$ cat config.mk
export PLATFORM = sky130hd
export DESIGN_NAME = mem_arbiter_flat
export DESIGN_NICKNAME = d
export VERILOG_FILES = /design/src/rtl/mem_arb_pkg.sv /design/src/rtl/mem_arb_if.sv /design/src/rtl/mem_arb_watchdog.sv /design/src/rtl/mem_arbiter.sv /design/src/flat_wrapper.sv
export SDC_FILE = /design/constraint.sdc
export NUM_CORES = 1
export LEC_CHECK = 0
export CORE_ASPECT_RATIO = 0.6
export CORE_MARGIN = 10
export CORE_UTILIZATION = 35
export CTS_CLUSTER_SIZE = 28
export DETAILED_ROUTE_END_ITERATION = 10
export PLACE_DENSITY_LB_ADDON = 0.3
export SYNTH_ARGS = -nofsm -noshare
export SYNTH_HDL_FRONTEND = slang
export SYNTH_SLANG_ARGS = --single-unit
$ cat constraint.sdc
create_clock -name clk -period 2.3 [get_ports clk]
set_clock_uncertainty 0.05 [all_clocks]
set_input_delay 0.23 -clock clk [delete_from_list [all_inputs] [get_ports clk]]
set_output_delay 0.23 -clock clk [all_outputs]
set_load 0.1 [all_outputs]
$ cat src/rtl/mem_arb_pkg.sv
// mem_arb_pkg: shared types and constants for the memory arbiter.
//   state_t  : arbiter FSM states (IDLE, I_BUSY, D_BUSY)
//   grant_t  : which requester owns the shared memory (GNT_I, GNT_D)
//   ERR_*    : bit positions inside the sticky err vector
//   rr_pick  : round-robin choice between the two requesters
package mem_arb_pkg;

   typedef enum logic [1:0] {
      ST_IDLE   = 2'd0,
      ST_I_BUSY = 2'd1,
      ST_D_BUSY = 2'd2
   } state_t;

   typedef enum logic {
      GNT_I = 1'b0,
      GNT_D = 1'b1
   } grant_t;

   localparam int unsigned ERR_W        = 2;
   localparam int unsigned ERR_TIMEOUT  = 0;
   localparam int unsigned ERR_CONFLICT = 1;

   // On a tie the port that was not served last wins; result only meaningful
   // when at least one request is present.
   function automatic grant_t rr_pick(input logic i_req, input logic d_req,
                                      input grant_t last);
      if (i_req && d_req) begin
         return (last == GNT_I) ? GNT_D : GNT_I;
      end else if (d_req) begin
         return GNT_D;
      end else begin
         return GNT_I;
      end
   endfunction

endpackage : mem_arb_pkg

$ cat src/rtl/mem_arb_if.sv
// mem_arb_if: bundle of the instruction port, the data port and the shared
// memory port around the arbiter.
//   i_*    : instruction requester (read only)
//   d_*    : data requester (read or write, byte enables)
//   pmem_* : shared physical memory
// Modport slave is the arbiter's view (it serves both requesters and drives
// the memory); modport master is the environment's view.
interface mem_arb_if #(
   parameter int unsigned ADDR_W = 32,
   parameter int unsigned DATA_W = 32
);
   localparam int unsigned BE_W = DATA_W / 8;

   logic              i_read;
   logic [ADDR_W-1:0] i_address;
   logic [DATA_W-1:0] i_rdata;
   logic              i_resp;

   logic              d_read;
   logic              d_write;
   logic [ADDR_W-1:0] d_address;
   logic [DATA_W-1:0] d_wdata;
   logic [BE_W-1:0]   d_byte_enable;
   logic [DATA_W-1:0] d_rdata;
   logic              d_resp;

   logic              pmem_read;
   logic              pmem_write;
   logic [ADDR_W-1:0] pmem_address;
   logic [DATA_W-1:0] pmem_wdata;
   logic [BE_W-1:0]   pmem_byte_enable;
   logic [DATA_W-1:0] pmem_rdata;
   logic              pmem_resp;

   modport slave (
      input  i_read, i_address,
      output i_rdata, i_resp,
      input  d_read, d_write, d_address, d_wdata, d_byte_enable,
      output d_rdata, d_resp,
      output pmem_read, pmem_write, pmem_address, pmem_wdata, pmem_byte_enable,
      input  pmem_rdata, pmem_resp
   );

   modport master (
      output i_read, i_address,
      input  i_rdata, i_resp,
      output d_read, d_write, d_address, d_wdata, d_byte_enable,
      input  d_rdata, d_resp,
      input  pmem_read, pmem_write, pmem_address, pmem_wdata, pmem_byte_enable,
      output pmem_rdata, pmem_resp
   );

endinterface : mem_arb_if

$ cat src/rtl/mem_arb_watchdog.sv
// mem_arb_watchdog: counts busy cycles that pass without a memory response.
//   clk, rst : clock, synchronous active-low reset
//   clear    : restart the count (new transaction granted)
//   enable   : a busy cycle without pmem_resp is ending
//   hit      : this cycle brings the count to TIMEOUT (or it is already there)
module mem_arb_watchdog #(
   parameter int unsigned TIMEOUT = 1024
) (
   input  logic clk,
   input  logic rst,
   input  logic clear,
   input  logic enable,
   output logic hit
);
   localparam int unsigned CNT_W = $clog2(TIMEOUT + 1);

   logic [CNT_W-1:0] count;

   // Saturating counter; the transaction keeps waiting after saturation.
   always_ff @(posedge clk) begin
      if (!rst || clear) begin
         count <= '0;
      end else if (enable && (count != CNT_W'(TIMEOUT))) begin
         count <= count + CNT_W'(1);
      end
   end

   // Flag the edge on which the count arrives at TIMEOUT so the sticky error
   // bit becomes visible together with the saturated count.
   assign hit = enable && (count >= CNT_W'(TIMEOUT - 1));

endmodule : mem_arb_watchdog

$ cat src/rtl/mem_arbiter.sv
// mem_arbiter: round-robin arbiter sharing one memory port between an
// instruction requester and a data requester.
//   clk  : clock, all state on posedge
//   rst  : synchronous active-low reset
//   bus  : mem_arb_if.slave (i_*, d_*, pmem_* signals)
//   err  : sticky flags, bit ERR_TIMEOUT = watchdog, bit ERR_CONFLICT =
//          data port asked for read and write at once
// The memory request is captured at grant and replayed from registers for the
// whole transaction; only the completion pulse and read data are passed
// combinationally from the memory back to the granted requester.
module mem_arbiter
   import mem_arb_pkg::*;
#(
   parameter int unsigned ADDR_W  = 32,
   parameter int unsigned DATA_W  = 32,
   parameter int unsigned TIMEOUT = 1024
) (
   input  logic             clk,
   input  logic             rst,
   mem_arb_if.slave         bus,
   output logic [ERR_W-1:0] err
);
   localparam int unsigned BE_W = DATA_W / 8;

   state_t            state;
   state_t            state_next;
   grant_t            grant;
   grant_t            last_grant;
   logic              load;
   logic              done;
   logic              busy;
   logic              i_req;
   logic              d_req;
   logic              wd_hit;
   logic              i_resp_c;
   logic              d_resp_c;

   logic              rd_q;
   logic              wr_q;
   logic [ADDR_W-1:0] addr_q;
   logic [DATA_W-1:0] wdata_q;
   logic [BE_W-1:0]   be_q;

   assign i_req = bus.i_read;
   assign d_req = bus.d_read | bus.d_write;
   assign busy  = (state != ST_IDLE);

   // State register.
   always_ff @(posedge clk) begin
      if (!rst) begin
         state <= ST_IDLE;
      end else begin
         state <= state_next;
      end
   end

   // Next state, grant decision and completion detect.
   always_comb begin
      state_next = state;
      load       = 1'b0;
      grant      = GNT_I;
      done       = 1'b0;
      unique case (state)
         ST_IDLE: begin
            if (i_req || d_req) begin
               load       = 1'b1;
               grant      = rr_pick(i_req, d_req, last_grant);
               state_next = (grant == GNT_D) ? ST_D_BUSY : ST_I_BUSY;
            end
         end
         ST_I_BUSY, ST_D_BUSY: begin
            if (bus.pmem_resp) begin
               done       = 1'b1;
               state_next = ST_IDLE;
            end
         end
         default: begin
            state_next = ST_IDLE;
         end
      endcase
   end

   // Request capture, strobe control, round-robin history and sticky errors.
   always_ff @(posedge clk) begin
      if (!rst) begin
         last_grant <= GNT_D;
         rd_q       <= 1'b0;
         wr_q       <= 1'b0;
         addr_q     <= '0;
         wdata_q    <= '0;
         be_q       <= '0;
         err        <= '0;
      end else begin
         if (load) begin
            if (grant == GNT_D) begin
               addr_q  <= bus.d_address;
               wdata_q <= bus.d_wdata;
               be_q    <= bus.d_byte_enable;
               // Read+write together resolves to a write.
               rd_q    <= ~bus.d_write;
               wr_q    <= bus.d_write;
               if (bus.d_read && bus.d_write) begin
                  err[ERR_CONFLICT] <= 1'b1;
               end
            end else begin
               addr_q  <= bus.i_address;
               wdata_q <= '0;
               be_q    <= '1;
               rd_q    <= 1'b1;
               wr_q    <= 1'b0;
            end
         end else if (done) begin
            rd_q       <= 1'b0;
            wr_q       <= 1'b0;
            last_grant <= (state == ST_D_BUSY) ? GNT_D : GNT_I;
         end
         if (wd_hit) begin
            err[ERR_TIMEOUT] <= 1'b1;
         end
      end
   end

   mem_arb_watchdog #(
      .TIMEOUT (TIMEOUT)
   ) u_watchdog (
      .clk    (clk),
      .rst    (rst),
      .clear  (load),
      .enable (busy && !bus.pmem_resp),
      .hit    (wd_hit)
   );

   // Completion routing; gated by rst so nothing leaks out while in reset.
   assign i_resp_c = rst && (state == ST_I_BUSY) && bus.pmem_resp;
   assign d_resp_c = rst && (state == ST_D_BUSY) && bus.pmem_resp;

   assign bus.i_resp  = i_resp_c;
   assign bus.d_resp  = d_resp_c;
   assign bus.i_rdata = i_resp_c ? bus.pmem_rdata : '0;
   assign bus.d_rdata = d_resp_c ? bus.pmem_rdata : '0;

   assign bus.pmem_read        = rd_q;
   assign bus.pmem_write       = wr_q;
   assign bus.pmem_address     = addr_q;
   assign bus.pmem_wdata       = wdata_q;
   assign bus.pmem_byte_enable = be_q;

endmodule : mem_arbiter

$ cat src/flat_wrapper.sv
// flat-port wrapper written by rule: the top's interface ports become plain ports
module mem_arbiter_flat import mem_arb_pkg::*;
#(
   parameter int unsigned ADDR_W  = 32,
   parameter int unsigned DATA_W  = 32,
   parameter int unsigned TIMEOUT = 1024
)
  (clk, rst, err, bus_i_read, bus_i_address, bus_i_rdata, bus_i_resp, bus_d_read, bus_d_write, bus_d_address, bus_d_wdata, bus_d_byte_enable, bus_d_rdata, bus_d_resp, bus_pmem_read, bus_pmem_write, bus_pmem_address, bus_pmem_wdata, bus_pmem_byte_enable, bus_pmem_rdata, bus_pmem_resp);
  mem_arb_if #(.ADDR_W(ADDR_W), .DATA_W(DATA_W)) bus_i ();
  input  logic clk;
  input  logic rst;
  output logic [ERR_W-1:0] err;
  input wire logic [$bits(bus_i.i_read)-1:0] bus_i_read;
  input wire logic [$bits(bus_i.i_address)-1:0] bus_i_address;
  output wire logic [$bits(bus_i.i_rdata)-1:0] bus_i_rdata;
  output wire logic [$bits(bus_i.i_resp)-1:0] bus_i_resp;
  input wire logic [$bits(bus_i.d_read)-1:0] bus_d_read;
  input wire logic [$bits(bus_i.d_write)-1:0] bus_d_write;
  input wire logic [$bits(bus_i.d_address)-1:0] bus_d_address;
  input wire logic [$bits(bus_i.d_wdata)-1:0] bus_d_wdata;
  input wire logic [$bits(bus_i.d_byte_enable)-1:0] bus_d_byte_enable;
  output wire logic [$bits(bus_i.d_rdata)-1:0] bus_d_rdata;
  output wire logic [$bits(bus_i.d_resp)-1:0] bus_d_resp;
  output wire logic [$bits(bus_i.pmem_read)-1:0] bus_pmem_read;
  output wire logic [$bits(bus_i.pmem_write)-1:0] bus_pmem_write;
  output wire logic [$bits(bus_i.pmem_address)-1:0] bus_pmem_address;
  output wire logic [$bits(bus_i.pmem_wdata)-1:0] bus_pmem_wdata;
  output wire logic [$bits(bus_i.pmem_byte_enable)-1:0] bus_pmem_byte_enable;
  input wire logic [$bits(bus_i.pmem_rdata)-1:0] bus_pmem_rdata;
  input wire logic [$bits(bus_i.pmem_resp)-1:0] bus_pmem_resp;
  assign bus_i.i_read = bus_i_read;
  assign bus_i.i_address = bus_i_address;
  assign bus_i_rdata = bus_i.i_rdata;
  assign bus_i_resp = bus_i.i_resp;
  assign bus_i.d_read = bus_d_read;
  assign bus_i.d_write = bus_d_write;
  assign bus_i.d_address = bus_d_address;
  assign bus_i.d_wdata = bus_d_wdata;
  assign bus_i.d_byte_enable = bus_d_byte_enable;
  assign bus_d_rdata = bus_i.d_rdata;
  assign bus_d_resp = bus_i.d_resp;
  assign bus_pmem_read = bus_i.pmem_read;
  assign bus_pmem_write = bus_i.pmem_write;
  assign bus_pmem_address = bus_i.pmem_address;
  assign bus_pmem_wdata = bus_i.pmem_wdata;
  assign bus_pmem_byte_enable = bus_i.pmem_byte_enable;
  assign bus_i.pmem_rdata = bus_pmem_rdata;
  assign bus_i.pmem_resp = bus_pmem_resp;
  mem_arbiter #(.ADDR_W(ADDR_W), .DATA_W(DATA_W), .TIMEOUT(TIMEOUT)) u_core (.clk(clk), .rst(rst), .bus(bus_i), .err(err));
endmodule
==> summary.md, run 1 <==
| Metric | Value |
|---|---|
| Result of the run | finished, final reports clean |
| Max clock buf depth | 2 |
| R2r startpoint | u_core.state[0]$_SDFFE_PN0P_ |
| Path depth of the worst reg2reg path | 6 |
| Aggregate negative setup slack | 0 ns |
| Crit Reg-Reg Endpoint | u_core.u_watchdog.count[8]$_SDFFE_PP0P_ |
| Avg Vias per Cell | 4.85 |
| Via count of the first global-routing pass | 4,084 |
| Placed standard-cell area | 7260 um2 |
| Synth Warn # | 0 |
| Tightest Hold Check Type | flip-flop to flip-flop |
| Number of flops mapped to enable cells by yosys | 0 |
| Dominant register cell in the synthesized netlist | sky130_fd_sc_hd__dfxtp_1 |
| Number of H-tree branching levels | 3 |
| Area of the core | 10,600 um2 |
| Total leakage power | 3.25 nW |
| Timing endpoint of the critical path | bus_d_rdata[26] |
| Standard-cell row count | 29 |
| Share of async-settable or async-resettable flops after synthesis | 0% |
| Placed wire-length estimate | 12,900 um |
| Number of buffer and inverter stages on the critical path | 3 |
| Initial core utilization | 35.9% |
| Synthesized cell area | 3800 um2 |
| Final Hold Viols | 0 |
| Final design area excluding fillers | 7560 um2 |
| Final worst hold slack | 0.398 ns |
| Share of cells above drive strength 1 | 28.8% |
| Setup repair after global routing missed its margin | false |
| Fmax | 499 MHz |
| Worst EP required | 2.02 ns |
| Switching power as a share of total power | 43.9% |
| Net switching power | 0.00244 W |
| IO Port Bufs | 275 |
| CTS tree | done |
| Initial drt markers | 169 |
| Biggest cell delay along the critical path | 0.36 ns |
| Number of gates resized after cts | 0 |
| Crit path max-delay family | buffers and inverters |
| Worst supply voltage drop on vdd | 0.458 mV |
| Net total in the final layout | 822 |
| Clock-pin slew of the registers on the worst-case setup and hold paths | 0.07 ns |
| Slew at the pin closest to its max-slew limit | 0.490 ns |
| Global-route wire length before repair | 23,700 um |
| Total stage count of the critical path | 6 |
| Final setup violating endpoints | 0 |
| Antenna diode instance count | 0 |
| Total wire length | 15,400 um |
| Kind of critical path | flip-flop to output pin |
| Internal reg-to-reg setup slack | 0.30 ns |
| Top-level port count | 276 |
| Clock insertion delay at the later pin of the skew report | 0.33 ns |
| Proportion of power drawn by combinational gates | 43.0% |
| Cell with the largest stage delay on the worst path | sky130_fd_sc_hd__dfxtp_1 |
| Count of mapped cells out of synthesis | 406 |
| Seq pwr share | 31.1% |
| Critical path data arrival time | 1.72 ns |
| Critical Path, Cell by Cell | inv_1 > ha_1 > and3_1 > buf_12 > and2_2 > buf_12 |
| Largest net degree at the start of global routing | 36 |
| Total count of max-transition violations in the final report | 0 |
| Shortest period the worst path allows | 2.00 ns |
| Max-cap violations | 0 |
| Number of buffers inserted to repair setup after CTS | 0 |
| Cell with the most instances on the worst path | sky130_fd_sc_hd__buf_12 |
| Number of clock buffers inserted by TritonCTS | 9 |
| Mean cell area of the mapped netlist | 9.37 um2 |
| Area of the multi-input gates | 1940 um2 |
| Area of the die | 15,600 um2 |
| Crit. End Element | output pin |
| Clock Power Share | 25.9% |
| Clk sinks | 86 |
| Drt drc | 0 |
| Sequential cell area | 1720 um2 |
| Post-synthesis sequential element count | 86 |
| Vertical die dimension | 101 um |
| 1st-pass router iterations | 4 |
| Number of antenna violations at the first check in global routing | 0 |
| Crit. Startpoint | u_core.state[0]$_SDFFE_PN0P_ |
| Headroom to the max-slew limit | 66.8% |
| GR Util All Layers | 18.8% |
| Final worst-path cycle share | 87.1% |
| Total power density per cell area | 736 nW/um2 |
| Distinct cell type count after synthesis | 48 |
| Remaining global-route overflow | 0 |
| CTS Hold Bufs | 0 |
| FILL cells | 753 |
| Part of the Yosys area used for sequential elements | 45.2% |
| Count of vias placed by the detailed router | 3,995 |
| Clock root buffer master | sky130_fd_sc_hd__clkbuf_16 |
| Area growth from synthesis to layout | 98.6% |
| Startpoint Class | flip-flop |
| Net count after synthesis | 549 |
| Cell-internal power | 0.00312 W |
| Routed Antenna Nets | 0 |
| X dimension of the die | 155 um |
| Final weighted congestion of routability-driven global placement | 0.854 |
| Post-DR wirelength/cell | 18.8 um |
| Largest fanout on the critical path | 33 |
## metrics by stage
stage | worst slack [ns] | total power (W) | util (%) | instances
2_1_floorplan | 0.196 | 0.00340 | - | 406
3_3_place_gp | 0.232 | 0.00413 | 68.5 | 807
3_5_place_dp | 0.148 | 0.00417 | 68.5 | 807
4_1_cts | 0.282 | 0.00560 | 71.3 | 823
5_1_grt | 0.208 | 0.00576 | 71.3 | 823
6_report | 0.296 | 0.00556 | 71.3 | 823
## routing by layer
| metal | vias to the layer above | global-route usage, % | part of all wire [%] |
|---|---|---|---|
| met5 | - | 0 | 0 |
| met4 | 0 | 4.70 | 0.88 |
| met3 | 10 | 8.61 | 11 |
| met2 | 185 | 32.2 | 49 |
| met1 | 1840 | 21.0 | 39 |
| li1 | 1960 | - | - |
## worst min path at each step
stage / start / endpoint / slack (ns) / cells after the start
after floorplan: rst / u_core.last_grant$_SDFFE_PN1P_ / 0.25 / 1
after global placement: u_core.bus.pmem_address[5]$_SDFFE_PN0P_ / u_core.bus.pmem_address[5]$_SDFFE_PN0P_ / 0.39 / 2
after detailed placement: u_core.bus.pmem_address[29]$_SDFFE_PN0P_ / u_core.bus.pmem_address[29]$_SDFFE_PN0P_ / 0.39 / 2
after CTS: u_core.bus.pmem_address[29]$_SDFFE_PN0P_ / u_core.bus.pmem_address[29]$_SDFFE_PN0P_ / 0.40 / 2
after global routing: bus_d_wdata[13] / u_core.bus.pmem_wdata[13]$_SDFFE_PN0P_ / 0.42 / 2
final: u_core.bus.pmem_address[29]$_SDFFE_PN0P_ / u_core.bus.pmem_address[29]$_SDFFE_PN0P_ / 0.40 / 2
## cell usage after synthesis (2+ instances only)
| master | instances | area [um2] |
|---|---|---|
| sky130_fd_sc_hd__nor2b_1 | 2 | 12.5 |
| sky130_fd_sc_hd__and3_1 | 2 | 12.5 |
| sky130_fd_sc_hd__a22o_1 | 32 | 280 |
| sky130_fd_sc_hd__o21bai_1 | 2 | 15.0 |
| sky130_fd_sc_hd__o21ai_1 | 25 | 125 |
| sky130_fd_sc_hd__clkbuf_1 | 9 | 33.8 |
| sky130_fd_sc_hd__xnor2_1 | 4 | 35.0 |
| sky130_fd_sc_hd__nor2_1 | 20 | 75.1 |
| sky130_fd_sc_hd__nor4b_1 | 2 | 17.5 |
| sky130_fd_sc_hd__nor3_1 | 10 | 50.1 |
| sky130_fd_sc_hd__buf_6 | 2 | 22.5 |
| sky130_fd_sc_hd__and2_1 | 64 | 400 |
| sky130_fd_sc_hd__a31o_2 | 2 | 17.5 |
| sky130_fd_sc_hd__a31oi_1 | 2 | 12.5 |
| sky130_fd_sc_hd__o21ai_0 | 9 | 45.0 |
| sky130_fd_sc_hd__nand2_1 | 39 | 146 |
| sky130_fd_sc_hd__inv_1 | 6 | 22.5 |
| sky130_fd_sc_hd__mux2i_1 | 33 | 330 |
| sky130_fd_sc_hd__ha_1 | 5 | 62.6 |
| sky130_fd_sc_hd__buf_2 | 9 | 45.0 |
| sky130_fd_sc_hd__dfxtp_1 | 86 | 1720 |
| sky130_fd_sc_hd__buf_4 | 2 | 15.0 |
| sky130_fd_sc_hd__nand3_1 | 3 | 15.0 |
| sky130_fd_sc_hd__xor2_1 | 3 | 26.3 |
| sky130_fd_sc_hd__nand4_1 | 3 | 18.8 |
| sky130_fd_sc_hd__buf_1 | 3 | 11.3 |
| sky130_fd_sc_hd__or3_1 | 2 | 12.5 |
| sky130_fd_sc_hd__a21oi_1 | 5 | 25.0 |
## layout make-up
type | count | area share, %
Sequential cell | 86 | 22.8
Tap cell | 139 | 2.30
Multi-Input combinational cell | 287 | 25.7
Inverter | 7 | 0.348
Timing Repair Buffer | 288 | 44.9
Clock inverter | 7 | 0.993
Clock buffer | 9 | 2.98
## power by group through the flow
stage | Combinational, W | Sequential, W | Clock, W
6_report | 0.00239 | 0.00173 | 0.00144
5_1_grt | 0.00249 | 0.00175 | 0.00153
4_1_cts | 0.00241 | 0.00173 | 0.00146
3_5_place_dp | 0.00241 | 0.00176 | 0
3_3_place_gp | 0.00238 | 0.00175 | 0
2_1_floorplan | 0.000609 | 0.00279 | 0
## sequential cells by signal, indices dropped and copies added, names as in the netlist
register	cells
u_core.u_watchdog.count	11
u_core.bus.pmem_address	32
u_core.bus.pmem_wdata	32
u_core.bus.pmem_read	1
u_core.bus.pmem_write	1
u_core.bus.pmem_byte_enable	4
u_core.err	2
u_core.state	2
u_core.last_grant	1
## cell families (layout without fill, tap and decap cells)
| logic type | Yosys count | after routing | share of synthesized area, % |
|---|---|---|---|
| flip-flops | 86 | 86 | 45.2 |
| AO/OA/AOI/OAI | 86 | 86 | 16.0 |
| multiplexers | 33 | 33 | 8.68 |
| adder cells (fa/ha/maj) | 5 | 5 | 1.64 |
| XOR/XNOR | 7 | 7 | 1.61 |
| buffers and inverters | 33 | 311 | 4.57 |
| AND/OR/NAND/NOR | 156 | 156 | 22.2 |
## cells in the final DEF (no fill, tap or decap), types with 2 or more instances in the layout
| cell | n |
|---|---|
| sky130_fd_sc_hd__nor2_1 | 19 |
| sky130_fd_sc_hd__nand2_1 | 38 |
| sky130_fd_sc_hd__nand3_1 | 3 |
| sky130_fd_sc_hd__ha_1 | 5 |
| sky130_fd_sc_hd__dfxtp_1 | 86 |
| sky130_fd_sc_hd__xnor2_1 | 4 |
| sky130_fd_sc_hd__clkbuf_16 | 9 |
| sky130_fd_sc_hd__a22o_1 | 32 |
| sky130_fd_sc_hd__and2_1 | 46 |
| sky130_fd_sc_hd__inv_8 | 3 |
| sky130_fd_sc_hd__mux2i_1 | 33 |
| sky130_fd_sc_hd__buf_4 | 80 |
| sky130_fd_sc_hd__clkdlybuf4s50_1 | 137 |
| sky130_fd_sc_hd__xor2_1 | 3 |
| sky130_fd_sc_hd__a31oi_1 | 2 |
| sky130_fd_sc_hd__a31o_2 | 2 |
| sky130_fd_sc_hd__o21bai_1 | 2 |
| sky130_fd_sc_hd__nor3_1 | 10 |
| sky130_fd_sc_hd__o21ai_0 | 9 |
| sky130_fd_sc_hd__or3_1 | 2 |
| sky130_fd_sc_hd__buf_12 | 71 |
| sky130_fd_sc_hd__nor4b_1 | 2 |
| sky130_fd_sc_hd__a21oi_1 | 5 |
| sky130_fd_sc_hd__and2_2 | 19 |
| sky130_fd_sc_hd__inv_1 | 6 |
| sky130_fd_sc_hd__nor2b_1 | 2 |
| sky130_fd_sc_hd__and3_1 | 2 |
| sky130_fd_sc_hd__o21ai_1 | 25 |
| sky130_fd_sc_hd__nand4_1 | 3 |
## tightest hold or removal path, cell delays in order (launching register included)
cell                      delay, ns
sky130_fd_sc_hd__dfxtp_1       0.31
sky130_fd_sc_hd__nand2_1       0.05
sky130_fd_sc_hd__o21ai_1       0.05
Power figures use the tool's default switching activity.
==> run 2, diff against run 1 <==
- GPL_ROUTABILITY_DRIVEN: not set -> 0
==> results of run 2 <==
No change in the layout: final DEF, timing and power equal those of run 1.
==> run 3, diff against run 2 <==
- CTS_CLUSTER_SIZE: 28 -> not set
==> results of run 3 <==
No change in the layout: final DEF, timing and power equal those of run 1.
